### config.mk
export PLATFORM = sky130hd
export DESIGN_NAME = matrix_frame_store
export DESIGN_NICKNAME = d
export VERILOG_FILES = /design/src/rtl/matrix_frame_store.sv
export SDC_FILE = /design/constraint.sdc
export NUM_CORES = 1
export LEC_CHECK = 0
export CAP_MARGIN = 30
export CELL_PAD_IN_SITES_DETAIL_PLACEMENT = 0
export CELL_PAD_IN_SITES_GLOBAL_PLACEMENT = 2
export CORE_UTILIZATION = 35
export CTS_CLUSTER_DIAMETER = 150
export DETAILED_ROUTE_END_ITERATION = 16
export GPL_TIMING_DRIVEN = 0
export PLACE_DENSITY = 0.76
export SYNTH_ARGS = -nofsm -noshare
export SYNTH_HDL_FRONTEND = slang
export SYNTH_SLANG_ARGS = --single-unit
### constraint.sdc
create_clock -name clockin -period 6.1 [get_ports clockin]
set_input_delay 0.915 -clock clockin [delete_from_list [all_inputs] [get_ports clockin]]
set_output_delay 0.915 -clock clockin [all_outputs]
set_load 0.02 [all_outputs]
### src/rtl/matrix_frame_store.sv
// Double-buffered 8x16 LED matrix frame store with a 32-bit seven-segment shadow.
// Commands edit the back buffer; a swap copies it to the front on a renderer frame tick.
module matrix_frame_store (
  input  logic        clockin,
  input  logic        reset,
  input  logic        cmd_valid,
  input  logic [1:0]  cmd_op,
  input  logic [2:0]  cmd_row,
  input  logic [3:0]  cmd_col,
  input  logic [15:0] cmd_data,
  output logic        cmd_ready,
  input  logic        swap_req,
  input  logic        frame_tick,
  input  logic        sev_load,
  input  logic [31:0] sev_data,
  output logic [15:0] R1,
  output logic [15:0] R2,
  output logic [15:0] R3,
  output logic [15:0] R4,
  output logic [15:0] R5,
  output logic [15:0] R6,
  output logic [15:0] R7,
  output logic [15:0] R8,
  output logic [31:0] SevSeg,
  output logic        swap_done,
  output logic [7:0]  commit_cnt
);

  typedef enum logic [1:0] {
    IDLE      = 2'd0,
    CLEAR     = 2'd1,
    SWAP_WAIT = 2'd2
  } state_t;

  localparam logic [1:0] OP_WRITE_ROW = 2'b00;
  localparam logic [1:0] OP_SET_PIX   = 2'b01;
  localparam logic [1:0] OP_CLR_PIX   = 2'b10;
  localparam logic [1:0] OP_CLR_ALL   = 2'b11;

  state_t      r_state;
  state_t      w_nextState;
  logic [15:0] r_back  [8];
  logic [15:0] r_front [8];
  logic [31:0] r_sevBack;
  logic [31:0] r_sevFront;
  logic        r_swapPend;
  logic [2:0]  r_clrRow;
  logic        r_swapDone;
  logic [7:0]  r_commitCnt;
  logic        w_ready;
  logic        w_accept;
  logic        w_commit;

  assign w_ready  = (r_state == IDLE) && !r_swapPend;
  assign w_accept = cmd_valid && w_ready;

  // A pending swap blocks new commands, so IDLE can only leave for SWAP_WAIT
  // once the command that arrived alongside the request has been taken.
  always_comb begin
    w_nextState = r_state;
    w_commit    = 1'b0;
    case (r_state)
      IDLE: begin
        if (w_accept && (cmd_op == OP_CLR_ALL)) begin
          w_nextState = CLEAR;
        end else if (r_swapPend && !w_accept) begin
          w_nextState = SWAP_WAIT;
        end
      end
      CLEAR: begin
        if (r_clrRow == 3'd7) begin
          w_nextState = r_swapPend ? SWAP_WAIT : IDLE;
        end
      end
      SWAP_WAIT: begin
        if (frame_tick) begin
          w_commit    = 1'b1;
          w_nextState = IDLE;
        end
      end
      default: w_nextState = IDLE;
    endcase
  end

  always_ff @(posedge clockin) begin
    if (reset) begin
      r_state     <= IDLE;
      r_swapPend  <= 1'b0;
      r_clrRow    <= 3'd0;
      r_swapDone  <= 1'b0;
      r_commitCnt <= 8'd0;
    end else begin
      r_state     <= w_nextState;
      r_swapPend  <= (r_swapPend && !w_commit) || swap_req;
      r_swapDone  <= w_commit;
      r_clrRow    <= (r_state == CLEAR) ? r_clrRow + 3'd1 : 3'd0;
      if (w_commit) begin
        r_commitCnt <= r_commitCnt + 8'd1;
      end
    end
  end

  // Back buffer: the row sweep of a clear-all and accepted commands never overlap.
  always_ff @(posedge clockin) begin
    if (reset) begin
      for (int i = 0; i < 8; i++) begin
        r_back[i] <= 16'd0;
      end
    end else if (r_state == CLEAR) begin
      r_back[r_clrRow] <= 16'd0;
    end else if (w_accept) begin
      case (cmd_op)
        OP_WRITE_ROW: r_back[cmd_row]          <= cmd_data;
        OP_SET_PIX:   r_back[cmd_row][cmd_col] <= 1'b1;
        OP_CLR_PIX:   r_back[cmd_row][cmd_col] <= 1'b0;
        default:      ;
      endcase
    end
  end

  always_ff @(posedge clockin) begin
    if (reset) begin
      for (int i = 0; i < 8; i++) begin
        r_front[i] <= 16'd0;
      end
    end else if (w_commit) begin
      for (int i = 0; i < 8; i++) begin
        r_front[i] <= r_back[i];
      end
    end
  end

  // A load coinciding with a commit lands in the back register while the
  // front takes the value that was there before the edge.
  always_ff @(posedge clockin) begin
    if (reset) begin
      r_sevBack  <= 32'd0;
      r_sevFront <= 32'd0;
    end else begin
      if (sev_load) begin
        r_sevBack <= sev_data;
      end
      if (w_commit) begin
        r_sevFront <= r_sevBack;
      end
    end
  end

  assign cmd_ready  = w_ready;
  assign swap_done  = r_swapDone;
  assign commit_cnt = r_commitCnt;
  assign SevSeg     = r_sevFront;
  assign R1         = r_front[0];
  assign R2         = r_front[1];
  assign R3         = r_front[2];
  assign R4         = r_front[3];
  assign R5         = r_front[4];
  assign R6         = r_front[5];
  assign R7         = r_front[6];
  assign R8         = r_front[7];

endmodule

==> qor.csv <==
stage,metric,value,unit
placed_design,dpl.hpwl,28.8,mm
min_path,hold_depth,2,
detailed_routing,wirelength,39.4,mm
synthesis,synthFlopType,edfxtp_1,
synthesis,synth_cells,1156,
placed_design,place.gp.congestion,0.830,
run,drv_cap,0,
pwr,p_int,4.04,mW
sta,hold_viol,0,
detailed_routing,dr.pass1.iters,4,
synthesis,ys_seq_area_share,66.7,%
global_routing,grt_pass1_vias,9530,
finish,layout.nets,1503,
finish,diodes,0,
synthesis,synth_area,0.0139,mm^2
pwr,pwr-share-comb,10.2,%
global_routing,grt_pass1_wl,59.1,mm
critical_path,cp-end-kind,flip-flop,
detailed_routing,wl_per_cell,19.9,um
floorplan,die_area,0.0405,mm^2
sta,holdWs,0.450,ns
detailed_routing,via_per_inst,4.79,
sta,max_freq,277,MHz
global_routing,track_usage,19.4,%
pwr,clkPwrFrac,40.9,%
critical_path,reg2reg_depth,6,
clock_network,htreeDepth,2,
sta,clock_skew,0.0180,ns
critical_path,r2r-end,r_front[0][62],
sta,setup-violations-final,0,
critical_path,r2r_slack,3.41,ns
global_routing,antenna_found_initial,0,
clock_network,cts_root_buf,clkbuf_16,
clock_network,cts_tree,done,
floorplan,rows,72,
min_path,min_to,SevSeg[18],
finish,fin_cells,1981,
min_path,min_from,r_sevBack[18],
critical_path,reg2reg_from,r_state[0],
global_routing,grt_max_degree,66,
outcome,status,"complete, no violations",
detailed_routing,ant_nets,0,
sta,slew_viol_final,0,
clock_network,path_clk_slew,0.06,ns
pwr,switching_power,1.26,mW
placed_design,io_buffers,231,
clock_network,cts_buffers,37,
finish,area_delta_synth_final,30.6,%
pwr,power.leakage,6.43,nW
sta,slew_headroom,16.2,%
critical_path,arrival,3.80,ns
synthesis,syn-mean-instance-area,12.0,um^2
critical_path,startpoint_type,input port,
synthesis,synthArstFlopShare,0,%
sta,fin_crit_sh,59.2,%
critical_path,critPathMaxFanout,65,
clock_network,clk_latency,0.52,ns
floorplan,io_pins,233,
clock_network,cts_sinks,335,
global_routing,overflow,0,
synthesis,synth_cell_types,54,
clock_network,post_cts_buffers,0,
synthesis,syn-num-nets,1222,
synthesis,ys_warn_count,0,
floorplan,core_area,0.0389,mm^2
sta,rsz0062_at_grt,no,
critical_path,critPathKind,input port to flip-flop,
pwr,p_per_area,292,mW/mm^2
clock_network,cts_max_path_buffers,3,
sta,tightest_slew,1.26,ns
critical_path,critPathRequiredTime,6.29,ns
clock_network,hold_buffers,0,
detailed_routing,vias,9493,
pwr,power.share.switching,23.8,%
synthesis,synth-edff-count,256,
pwr,irDropWorstVdd,0.204,mV
finish,drive_gt1_share,8.34,%
detailed_routing,route.detailed.drc,0,
sta,layout_min_cycle_time,3.61,ns
floorplan,initial_core_util,35.7,%
placed_design,dp.cells,1916,
clock_network,postCtsResizedCells,0,
detailed_routing,initialDrtViolationCount,586,
synthesis,ys_ff_latch,335,
floorplan,die_w,201,um
floorplan,fp.dieH,201,um
pwr,p_seq_share,48.9,%
min_path,min_path_type,flip-flop to flip-flop,
-- state kept, by name, indices dropped and copies added (netlist names) --
register	flops
SevSeg	32
commit_cnt	8
r_back	128
r_clrRow	3
r_front	128
r_sevBack	32
r_state	2
r_swapPend	1
swap_done	1
-- cells in the mapped netlist, drive strengths merged (9+ instances only) --
cell,number,area [um^2]
nor2,297,1110
edfxtp,256,7690
and2,100,626
nand2,87,327
dfxtp,79,1580
buf,43,265
a21oi,38,190
nor2b,34,213
clkbuf,32,120
mux2i,32,320
maj3,17,173
o21a,16,120
a211oi,14,190
a21o,14,105
a32oi,14,123
nor4,9,56.3
-- logic make-up after synthesis --
group,after synthesis,synth area share (%)
compound gates,104,5.78
flops,335,66.7
fa+ha+maj,20,1.51
buf+inv,79,2.88
simple gates,580,20.5
mux,32,2.30
xor+xnor,6,0.378
-- cells in the final DEF, fill, tap and decap left out, drive strengths merged, types with 2 or more instances in the layout --
| cell | n |
|---|---|
| nor4 | 9 |
| clkdlybuf4s50 | 231 |
| or4b | 5 |
| nor2 | 297 |
| nand4bb | 6 |
| and2 | 100 |
| buf | 54 |
| a211oi | 14 |
| a21oi | 38 |
| and3 | 2 |
| dfxtp | 79 |
| nand4 | 8 |
| clkinv | 13 |
| maj3 | 17 |
| edfxtp | 256 |
| clkbuf | 77 |
| xnor2 | 3 |
| nand2b | 5 |
| xor2 | 3 |
| ha | 3 |
| nor3 | 6 |
| nand3 | 8 |
| nor2b | 34 |
| nand4b | 5 |
| a2bb2oi | 2 |
| a32oi | 14 |
| clkinvlp | 2 |
| nand2 | 87 |
| bufinv | 3 |
| inv | 6 |
| a21o | 14 |
| o21ai | 2 |
| o21a | 16 |
| mux2i | 32 |
-- power groups by stage --
stage          sequential (mW)  combinational [mW]  clock, mW
6_report                  2.60               0.540       2.17
4_1_cts                   2.60               0.546       2.23
3_3_place_gp              2.66               0.530          0
3_5_place_dp              2.65               0.545          0
5_1_grt                   2.61               0.578       2.31
2_1_floorplan             2.71               0.211          0
-- area by class of cell --
type / instances / area [um^2]
fill: 3632 / 20800
sequential: 335 / 9270
multi-input combinational: 742 / 4240
timing repair buffer: 242 / 2430
clock buffer: 45 / 977
tap: 518 / 648
buffer: 75 / 385
clock inverter: 20 / 190
inverter: 4 / 15.0
-- routing by layer --
metal  track usage, %  up-vias  part of all wire, %
met5                0        -                    0
met1             27.1     4575                   46
met2             31.4      270                   47
met3             2.46       73                  4.4
met4             5.87        0                  2.6
li1                 -     4575                    -
-- through the flow --
step                instance area [um^2]  utilization (%)  setup TNS, ns  total power, mW  worst slack, ns
finish                             18200             46.7              0             5.31             2.49
global route                       18200             46.7              0             5.50             2.23
CTS                                18200             46.7              0             5.37             2.42
detailed placement                 17000             43.7              0             3.19             1.88
global placement                   16900             43.3        -232.96             3.19            -1.83
floorplan                          13900                -              0             2.92            0.723
-- critical path, cell delays in order --
cell and delay (ns):
clkdlybuf4s50_1 0.59, buf_2 0.41, buf_2 0.39, clkbuf_1 0.47
nand2b_4 0.33, buf_16 0.29, buf_16 0.30
-- how the worst max path moves through the flow --
stage | from | end | slack (ns) | cells past startpoint
6_report | reset | r_front[0][25] | 2.49 | 7
5_1_grt | reset | r_front[0][0] | 2.23 | 7
4_1_cts | reset | r_front[0][0] | 2.42 | 7
3_5_place_dp | reset | r_front[1][3] | 1.88 | 7
3_3_place_gp | reset | r_front[0][36] | -1.83 | 5
2_1_floorplan | reset | r_front[0][0] | 0.72 | 4
No activity file was read; power rests on OpenSTA's default activity.
